[src/rtl/keypad_scan_arbiter_if.sv]
// Key event channel between the keypad scanner and its consumer.
// The scanner drives code/valid/held/overrun; the consumer drives ready.
interface keypad_scan_arbiter_if;
    logic [3:0] key_code;
    logic       key_valid;
    logic       key_ready;
    logic       key_held;
    logic       overrun;

    modport master (
        output key_code,
        output key_valid,
        output key_held,
        output overrun,
        input  key_ready
    );

    modport slave (
        input  key_code,
        input  key_valid,
        input  key_held,
        input  overrun,
        output key_ready
    );
endinterface

[src/rtl/keypad_scan_arbiter.sv]
// 4x4 matrix keypad scanner with whole-scan debounce, ghost rejection and a
// single-entry valid/ready event output that flags overwritten events.
module keypad_scan_arbiter #(
    parameter int unsigned SCAN_TICKS     = 250000,
    parameter int unsigned DEBOUNCE_SCANS = 3
) (
    input  logic                    clock,
    input  logic                    reset,
    input  logic [3:0]              keypadCol,
    output logic [3:0]              keypadRow,
    keypad_scan_arbiter_if.master   key_if
);

    localparam int unsigned TickW = (SCAN_TICKS > 2) ? $clog2(SCAN_TICKS) : 1;
    localparam int unsigned CntW  = $clog2(DEBOUNCE_SCANS + 1);
    localparam logic [TickW-1:0] TickLast = TickW'(SCAN_TICKS - 1);
    localparam logic [CntW-1:0]  CntDone  = CntW'(DEBOUNCE_SCANS);
    localparam logic [CntW-1:0]  CntOne   = CntW'(1);

    typedef enum logic [1:0] {StIdle, StPressChk, StPressed, StRelChk} state_e;

    logic [TickW-1:0] tick_q;
    logic [3:0]       row_q;
    // Lows seen so far this scan: 0 = none, 1 = exactly one, 2 = more than one.
    logic [1:0]       acc_cnt_q;
    logic [3:0]       acc_code_q;

    state_e           state_q;
    logic [3:0]       cand_q;
    logic [CntW-1:0]  cnt_q;
    logic             key_held_q;

    logic [3:0]       key_code_q;
    logic             key_valid_q;
    logic             overrun_q;

    logic             sample;
    logic             scan_end;
    logic [3:0]       col_low;
    logic             row_hit;
    logic             row_one;
    logic [1:0]       tot_cnt;
    logic [3:0]       tot_code;
    logic             scan_none;
    logic             scan_single;
    logic [CntW-1:0]  cnt_inc;
    logic             emit;
    logic             transfer;

    function automatic logic [3:0] map_key(input logic [3:0] row, input logic [3:0] lows);
        logic [1:0] r;
        logic [1:0] c;
        logic [3:0] code;
        case (row)
            4'b1110: r = 2'd0;
            4'b1101: r = 2'd1;
            4'b1011: r = 2'd2;
            default: r = 2'd3;
        endcase
        case (lows)
            4'b0001: c = 2'd0;
            4'b0010: c = 2'd1;
            4'b0100: c = 2'd2;
            default: c = 2'd3;
        endcase
        case ({r, c})
            4'h0: code = 4'h7;
            4'h1: code = 4'h4;
            4'h2: code = 4'h1;
            4'h3: code = 4'h0;
            4'h4: code = 4'h8;
            4'h5: code = 4'h5;
            4'h6: code = 4'h2;
            4'h7: code = 4'hA;
            4'h8: code = 4'h9;
            4'h9: code = 4'h6;
            4'hA: code = 4'h3;
            4'hB: code = 4'hB;
            4'hC: code = 4'hC;
            4'hD: code = 4'hD;
            4'hE: code = 4'hE;
            4'hF: code = 4'hF;
        endcase
        return code;
    endfunction

    assign sample   = (tick_q == TickLast);
    assign scan_end = sample && (row_q == 4'b0111);
    assign col_low  = ~keypadCol;
    assign row_hit  = |col_low;
    assign row_one  = row_hit && ((col_low & (col_low - 4'd1)) == 4'd0);
    assign cnt_inc  = cnt_q + CntOne;
    assign transfer = key_valid_q && key_if.key_ready;

    // Fold the current row sample into the running scan result.
    always_comb begin
        tot_cnt  = acc_cnt_q;
        tot_code = acc_code_q;
        if (row_hit) begin
            if (row_one && (acc_cnt_q == 2'd0)) begin
                tot_cnt  = 2'd1;
                tot_code = map_key(row_q, col_low);
            end else begin
                tot_cnt = 2'd2;
            end
        end
    end

    assign scan_none   = (tot_cnt == 2'd0);
    assign scan_single = (tot_cnt == 2'd1);

    // A press is confirmed when the candidate has been seen DEBOUNCE_SCANS times.
    always_comb begin
        emit = 1'b0;
        if (scan_end && scan_single) begin
            case (state_q)
                StIdle:     emit = (DEBOUNCE_SCANS == 1);
                StPressChk: emit = (tot_code == cand_q) && (cnt_inc == CntDone);
                default:    emit = 1'b0;
            endcase
        end
    end

    // Row dwell counter, row rotation and per-scan accumulation.
    always_ff @(posedge clock or negedge reset) begin
        if (!reset) begin
            tick_q     <= '0;
            row_q      <= 4'b1110;
            acc_cnt_q  <= 2'd0;
            acc_code_q <= 4'd0;
        end else if (sample) begin
            tick_q <= '0;
            row_q  <= {row_q[2:0], row_q[3]};
            if (scan_end) begin
                acc_cnt_q  <= 2'd0;
                acc_code_q <= 4'd0;
            end else begin
                acc_cnt_q  <= tot_cnt;
                acc_code_q <= tot_code;
            end
        end else begin
            tick_q <= tick_q + 1'b1;
        end
    end

    // Debounce FSM, advanced only at scan ends.
    always_ff @(posedge clock or negedge reset) begin
        if (!reset) begin
            state_q    <= StIdle;
            cand_q     <= 4'd0;
            cnt_q      <= '0;
            key_held_q <= 1'b0;
        end else if (scan_end) begin
            case (state_q)
                StIdle: begin
                    if (scan_single) begin
                        cand_q <= tot_code;
                        cnt_q  <= CntOne;
                        if (DEBOUNCE_SCANS == 1) begin
                            state_q    <= StPressed;
                            key_held_q <= 1'b1;
                        end else begin
                            state_q <= StPressChk;
                        end
                    end
                end
                StPressChk: begin
                    if (scan_single) begin
                        if (tot_code == cand_q) begin
                            cnt_q <= cnt_inc;
                            if (cnt_inc == CntDone) begin
                                state_q    <= StPressed;
                                key_held_q <= 1'b1;
                            end
                        end else begin
                            cand_q <= tot_code;
                            cnt_q  <= CntOne;
                        end
                    end else begin
                        state_q <= StIdle;
                    end
                end
                StPressed: begin
                    if (scan_none) begin
                        cnt_q <= CntOne;
                        if (DEBOUNCE_SCANS == 1) begin
                            state_q    <= StIdle;
                            key_held_q <= 1'b0;
                        end else begin
                            state_q <= StRelChk;
                        end
                    end
                end
                StRelChk: begin
                    if (scan_none) begin
                        cnt_q <= cnt_inc;
                        if (cnt_inc == CntDone) begin
                            state_q    <= StIdle;
                            key_held_q <= 1'b0;
                        end
                    end else begin
                        state_q <= StPressed;
                    end
                end
                default: state_q <= StIdle;
            endcase
        end
    end

    // Single-entry event register; a new event always wins over a pending one.
    always_ff @(posedge clock or negedge reset) begin
        if (!reset) begin
            key_code_q  <= 4'd0;
            key_valid_q <= 1'b0;
            overrun_q   <= 1'b0;
        end else begin
            if (emit) begin
                key_code_q  <= tot_code;
                key_valid_q <= 1'b1;
            end else if (transfer) begin
                key_valid_q <= 1'b0;
            end
            if (transfer) begin
                overrun_q <= 1'b0;
            end else if (emit && key_valid_q) begin
                overrun_q <= 1'b1;
            end
        end
    end

    assign keypadRow        = row_q;
    assign key_if.key_code  = key_code_q;
    assign key_if.key_valid = key_valid_q;
    assign key_if.key_held  = key_held_q;
    assign key_if.overrun   = overrun_q;

endmodule
[src/flat_wrapper.sv]
// flat-port wrapper written by rule: the top's interface ports become plain ports
module keypad_scan_arbiter_flat 
#(
    parameter int unsigned SCAN_TICKS     = 250000,
    parameter int unsigned DEBOUNCE_SCANS = 3
)
  (clock, reset, keypadCol, keypadRow, key_if_key_code, key_if_key_valid, key_if_key_held, key_if_overrun, key_if_key_ready);
  keypad_scan_arbiter_if key_if_i ();
  input  logic clock;
  input  logic reset;
  input  logic [3:0] keypadCol;
  output logic [3:0] keypadRow;
  output wire logic [$bits(key_if_i.key_code)-1:0] key_if_key_code;
  output wire logic [$bits(key_if_i.key_valid)-1:0] key_if_key_valid;
  output wire logic [$bits(key_if_i.key_held)-1:0] key_if_key_held;
  output wire logic [$bits(key_if_i.overrun)-1:0] key_if_overrun;
  input wire logic [$bits(key_if_i.key_ready)-1:0] key_if_key_ready;
  assign key_if_key_code = key_if_i.key_code;
  assign key_if_key_valid = key_if_i.key_valid;
  assign key_if_key_held = key_if_i.key_held;
  assign key_if_overrun = key_if_i.overrun;
  assign key_if_i.key_ready = key_if_key_ready;
  keypad_scan_arbiter #(.SCAN_TICKS(SCAN_TICKS), .DEBOUNCE_SCANS(DEBOUNCE_SCANS)) u_core (.clock(clock), .reset(reset), .keypadCol(keypadCol), .keypadRow(keypadRow), .key_if(key_if_i));
endmodule
[config.mk]
export PLATFORM = sky130hd
export DESIGN_NAME = keypad_scan_arbiter_flat
export DESIGN_NICKNAME = d
export VERILOG_FILES = /design/src/rtl/keypad_scan_arbiter_if.sv /design/src/rtl/keypad_scan_arbiter.sv /design/src/flat_wrapper.sv
export SDC_FILE = /design/constraint.sdc
export NUM_CORES = 1
export LEC_CHECK = 0
export ABC_CLOCK_PERIOD_IN_PS = 4300
export BUFFER_PORTS_ARGS = -buffer_cell sky130_fd_sc_hd__clkbuf_2
export CAP_MARGIN = 15
export CORE_AREA = 3 3 89 91
export DETAILED_ROUTE_END_ITERATION = 8
export DIE_AREA = 0 0 92 94
export GPL_TIMING_DRIVEN = 0
export SYNTH_ARGS = -nofsm -noshare
export SYNTH_HDL_FRONTEND = slang
export SYNTH_SLANG_ARGS = --single-unit
[constraint.sdc]
create_clock -name clock -period 4.3 [get_ports clock]
set_input_delay 0.86 -clock clock [delete_from_list [all_inputs] [get_ports clock]]
set_output_delay 0.86 -clock clock [all_outputs]
set_load 0.02 [all_outputs]
* Word level (Yosys, flattened, before mapping)
Memory sizes are Yosys's and may differ from the RTL's. Cells that the tools add are included.
Operators by class: $add $sub $neg 3, multipliers 0, div/mod/pow operators 0, magnitude comparators 0, eq/ne operators 25, shifts and indexed selects 0, mux-type cells 42, bitwise operators 2, reduce and logical (&&, ||, !) cells 20
Operators with widths (count):
- $mux 2 | 18
- $mux 4 | 6
- $add 18x1->18 const B | 1
- $eq 18x18->1 const B | 1
- $mux 18 | 1
- $pmux 2 s4 | 2
- $ne 2x1->1 const B | 7
- $eq 4x4->1 const B | 3
- $pmux 2 s3 | 2
- $mux 1 | 11
- $reduce_and 5->1 | 2
- $ne 3x3->1 const B | 3
- $eq 4x3->1 const B | 2
- $pmux 4 s2 | 1
- $reduce_bool 2->1 | 4
- $logic_and 1x1->1 | 7
- $reduce_and 7->1 | 1
- $eq 2x2->1 const B | 3
- $logic_not 2->1 | 3
- $reduce_and 6->1 | 1
- $and 4x4->4 | 1
- $eq 2x1->1 const B | 2
- $eq 4x1->1 const B | 1
- $eq 4x2->1 const B | 1
- 8 further kinds | 8
Word-level totals: register bits 43, latch bits 0, RAM bits 0, bits in read-only memories 64, bits of input ports 7, output and inout port bits 11, logic and storage cells 104, memories kept 1
Memory list:
- (name not given) | depth 16, width 4, read ports 1, clocked after Yosys merged registers in 0, write ports 0, line keypad_scan_arbiter.sv:66 | case ({r, c})

* Logic depth before layout (Yosys ltp)
An unclocked memory read counts as a cell.
depth in word-level cells 18, depth in mapped cells 12

* Worst setup path before layout
No wires, ideal clock.
path kind input -> register, start in keypadCol[1], end reg u_core.cand_q[0], library setup time 0.125 ns, data arrival time 3.691 ns, required time 4.175 ns, path slack 0.485 ns, cell stages on the path 12, cell sequence buf_4 > and4b_2 > inv_1 > ha_1 > nor2_1 > a211oi_1 > a211oi_1 > a211oi_1 > or4b_4 > a2111oi_4 > a21o_2 > mux2_2
On the way: cells in the longest elaborated chain, start to end 11, elaborated cells on any way between the ends 28, classes of those cells add/sub: 1; eq/ne: 8; mux: 11; bitwise: 2; reduce/logical: 5; memory: 1
RTL lines:
- start: declaration | line flat_wrapper.sv:11 | input logic [3:0] keypadCol;
- $not 4->4 (*) | line keypad_scan_arbiter.sv:89 | assign col_low = ~keypadCol;
- $eq 4x3->1, or another cell as far along | line keypad_scan_arbiter.sv:60 | case (lows)
- $pmux 2 s3 / $and 4x4->4 (equally long branches) | line keypad_scan_arbiter.sv:60, keypad_scan_arbiter.sv:91
- $mux 2 / $logic_not 4->1 (equally long branches) | line keypad_scan_arbiter.sv:100, keypad_scan_arbiter.sv:91
- $mux 2 / $logic_and 1x1->1 (equally long branches) | line keypad_scan_arbiter.sv:99, keypad_scan_arbiter.sv:91
- $mem_v2 16x4 / $logic_and 1x1->1 (equally long branches)
- $mux 4 / $mux 2 (equally long branches) | line keypad_scan_arbiter.sv:100 | if (row_one && (acc_cnt_q == 2'd0)) begin
- $mux 4 / $mux 2 (equally long branches) | line keypad_scan_arbiter.sv:99 | if (row_hit) begin
- $eq 4x4->1, or another cell as far along | line keypad_scan_arbiter.sv:169 | if (tot_code == cand_q) begin
- $ne 2x2->1 (no line), or another cell as far along
- $reduce_and 5->1 (no line) / $pmux 4 s2 (equally long branches)
- end signal: assignment | line keypad_scan_arbiter.sv:157 | cand_q <= tot_code;
- end signal: assignment | line keypad_scan_arbiter.sv:176 | cand_q <= tot_code;
- end: declaration | line keypad_scan_arbiter.sv:29 | logic [3:0] cand_q;
Mark *: on every way between the ends. The rest lies on a longest branch, timed or not. The select of a mux whose other input is x is not followed. A chain may end at the register's enable or synchronous reset.

* Worst setup path after layout
start in keypadCol[1], end reg u_core.cand_q[1]
The elaborated chain is that of the path after synthesis.

==> summary.md <==
| Metric | Value |
|---|---|
| Avg WL per Cell | `approximately 13 um` |
| Worst VDD drop | `roughly 190 uV` |
| Clk sinks | `43` |
| Cells after Synth | `263` |
| Worst path cell trace | `buf_4 > and4b_2 > inv_1 > ha_1 > nor2_1 > a211oi_1 > a211oi_1 > a211oi_1 > or4b_4 > a2111oi_4 > a21o_2 > mux2_2` |
| Syn Nets | `275` |
| Status | `finished, final reports clean` |
| Area of the die | `8650 um^2` |
| Root Buffer | `clkbuf_8` |
| # H-tree levels | `2` |
| CTS Buf Count | `5` |
| Ant diodes | `0` |
| Port bufs | `14` |
| HPWL after detailed placement | `3770 um` |
| Final instance area | `2790 um^2` |
| Pin count of the biggest net entering global routing | `44` |
| Synth cell types | `58` |
| WS Path Type | `in -> reg` |
| Worst setup EP type | `register` |
| Family with the most delay on the worst path | `compound AO/OA/AOI/OAI gates` |
| Post-route antenna net violation count | `0` |
| Post-route clock period utilization | `88.9%` |
| First-pass iteration count of the detailed router | `4` |
| Reg area | `1080 um^2` |
| R2R setup slack | `0.86 ns` |
| Met3 usage | `2.80%` |
| Switch share | `roughly a quarter` |
| Worst min path class | `in -> async` |
| Worst rel slew slack | `63.0%` |
| DRC | `0` |
| Pwr/cell area | `254 nW/um^2` |
| #FFs+latches synth | `43` |
| Gr busiest metal | `met2` |
| Post-synth top area share | `around two fifths` |
| Nets | `297` |
| CTS resizes | `0` |
| Filler cells | `741` |
| Hold slack | `between 0.4 and 0.5 ns` |
| Yosys warns | `0` |
| Max incr delay on CP | `between 0.5 and 0.6 ns` |
| Data required, critical path | `~4.5 ns` |
| Clock share of power | `about 36%` |
| Internal power | `534 uW` |
| Overall power consumption | `708 uW` |
| CP bufs+invs | `2` |
| Vias in the first global route | `1,969` |
| Sequential fraction of the synthesis area | `43.4%` |
| Worst path most repeated cell | `a211oi_1` |
| Die Ht | `94 um` |
| Antenna violations before repair | `0` |
| Core Area | `7210 um^2` |
| Hold_buf cts | `0` |
| Reg power frac | `57.1%` |
| Ys async rst share | `100%` |
| Setup-failing EPs final | `0` |
| Final Hold Viols | `0` |
| GR Util met1 | `between 10% and 20%` |
| Post-CTS Setup Bufs | `0` |
| Longest Clk Path Bufs | `2` |
| Mapped Area | `around 2500 um^2` |
| GP Congestion | `0.791` |
| Fin Setup TNS | `0 ns` |
| Vias/cell | `5.05` |
| Ys flop type | `dfrtp_1` |
| Critical Path AT | `4.00 ns` |
| P_sw | `174 uW` |
| Crit path time final | `3.82 ns` |
| Ports | `18` |
| RSZ-0062 raised after global routing | `false` |
| First-pass GRT wire length | `9160 um` |
| Synth area leaders | `dfrtp_1 40%, nand2_1 5.6%, xnor2_1 3.9%` |
| Initial detailed-routing violation count | `64` |
| Worst-Skew Late Latency | `0.30 ns` |
| P_leak | `approximately 0.0012 uW` |
| Max-Cap Viols | `0` |
| Fraction of layout cells with a size suffix above 1 | `between 10% and 20%` |
| Mapped Avg Cell Area | `about 9.5 um^2` |
| Placed Cells | `approximately 380` |
| Via count | `1,943` |
| Setup Skew | `0.0115 ns` |
| Synth-to-layout area growth | `12.0%` |
| Slowest CP cell | `a2111oi_4` |
| CP max FO | `9` |
| Initial Util | `34.5%` |
| TritonCTS clock tree | `built` |
| GRT Util Overall | `12.9%` |
| Clock transition at path regs | `0.08 ns` |
| Cell taking the most area after synthesis | `dfrtp_1` |
| Pins Over Slew Limit | `0` |
| Most common cell in the synthesized netlist | `dfrtp_1` |
| Worst-margin pin slew | `0.555 ns` |
| Global route overflow | `0` |
| Final wirelength | `5140 um` |
| Non-filler cells in the finished layout | `between 300 and 400` |
| Die X | `92 um` |
| CP Launch Type | `primary input` |
| Post-synth EDFFs | `0` |
| Multi-input logic area | `around 1300 um^2` |
| Synth top cells by count | `40 x dfrtp_1, 37 x nand2_1, 20 x nor2_1` |
| Global routing usage on met2 | `22.3%` |
| FP Rows | `31` |
| Fmax | `262 MHz` |
| Placed Area | `2680 um^2` |
| Combinational share of power | `under 10%` |
registers in the layout, indices dropped and copies added (netlist names):
signal,count
u_core.state_q,2
u_core.cand_q,4
u_core.acc_code_q,4
u_core.key_if.key_valid,1
u_core.tick_q,18
u_core.key_if.key_held,1
u_core.key_if.overrun,1
u_core.keypadRow,4
u_core.key_if.key_code,4
u_core.cnt_q,2
u_core.acc_cnt_q,2
worst register-to-register path: cells and delay by family (launching register included):
| kind | cells | cell delay (ns) |
|---|---|---|
| AOI/OAI and AO/OA | 5 | 1.52 |
| buffers and inverters | 1 | 0.19 |
| DFF | 1 | 0.54 |
| muxes | 1 | 0.34 |
| and+or+nand+nor | 2 | 0.75 |
path summary, 6_finish.rpt:
check / to / cells past startpoint / from
worst min-delay path: u_core.cnt_q[0] / 1 / reset
worst max register to register: u_core.cand_q[1] / 9 / u_core.keypadRow[1]
worst min register to register: u_core.tick_q[5] / 1 / u_core.tick_q[5]
max in group asynchronous: u_core.keypadRow[2] / 2 / reset
min in group clock: u_core.tick_q[5] / 1 / u_core.tick_q[5]
worst max-delay path: u_core.cand_q[1] / 12 / keypadCol[1]
cell families (layout without fill, tap and decap cells):
kind of cell / count (synthesis) / after routing / share of synthesized area, %
AOI/OAI and AO/OA: 49 / 49 / 14.1
xor gates and xnor gates: 22 / 22 / 7.74
adders and majority gates: 5 / 5 / 2.51
buffers and inverters: 19 / 42 / 3.77
DFF: 43 / 43 / 43.4
muxes: 9 / 9 / 4.02
and+or+nand+nor: 116 / 116 / 24.5
final cells by class:
type                    count  area share, %
plain buffers              11           2.29
clock buffers               6           2.60
clock inverters             2          0.449
inverters                   8           1.08
multi-input cells         201           47.2
flip-flops and latches     43           38.7
well taps                  99           4.44
repair buffers             15           3.23
placed cells by master, fill, tap and decap left out, types with 2 or more instances in the layout:
cell / n
dfrtp_1: 40
nand2_1: 37
nor2_1: 20
clkbuf_2: 14
nand3_1: 13
a21oi_1: 13
xor2_1: 11
xnor2_1: 11
o21ai_0: 9
inv_1: 8
nor3_1: 8
mux2_2: 8
nand4_1: 6
clkbuf_1: 6
ha_1: 5
clkbuf_8: 5
or3_1: 4
a211oi_1: 4
buf_2: 3
nand4b_1: 3
and3_1: 3
a31oi_1: 3
dfstp_2: 3
buf_6: 2
and2_1: 2
nor4_1: 2
nor2b_1: 2
o31ai_1: 2
nand3b_1: 2
o22a_1: 2
a21o_2: 2
nand2b_1: 2
power by group through the flow:
stage	clock network [uW]	registers [uW]	logic, uW
after floorplan	0	412	29.8
after global placement	0	412	46.3
after detailed placement	0	412	47.1
after CTS	266	404	47.5
after global routing	284	404	54.6
final	255	404	48.7
metrics by stage:
step / utilization [%] / setup slack [ns]
floorplan: - / 0.485
global placement: 37.2 / 0.212
detailed placement: 37.2 / 0.156
CTS: 38.4 / 0.472
global route: 38.6 / 0.280
finish: 38.6 / 0.479
metal layers:
metal  routed length [um]  up-vias
met5                    0        -
met4                   68        0
met3                  149        7
met2                 2460       19
met1                 2460      934
li1                     -      983
Note: power is estimated with default switching activity, not from simulation.
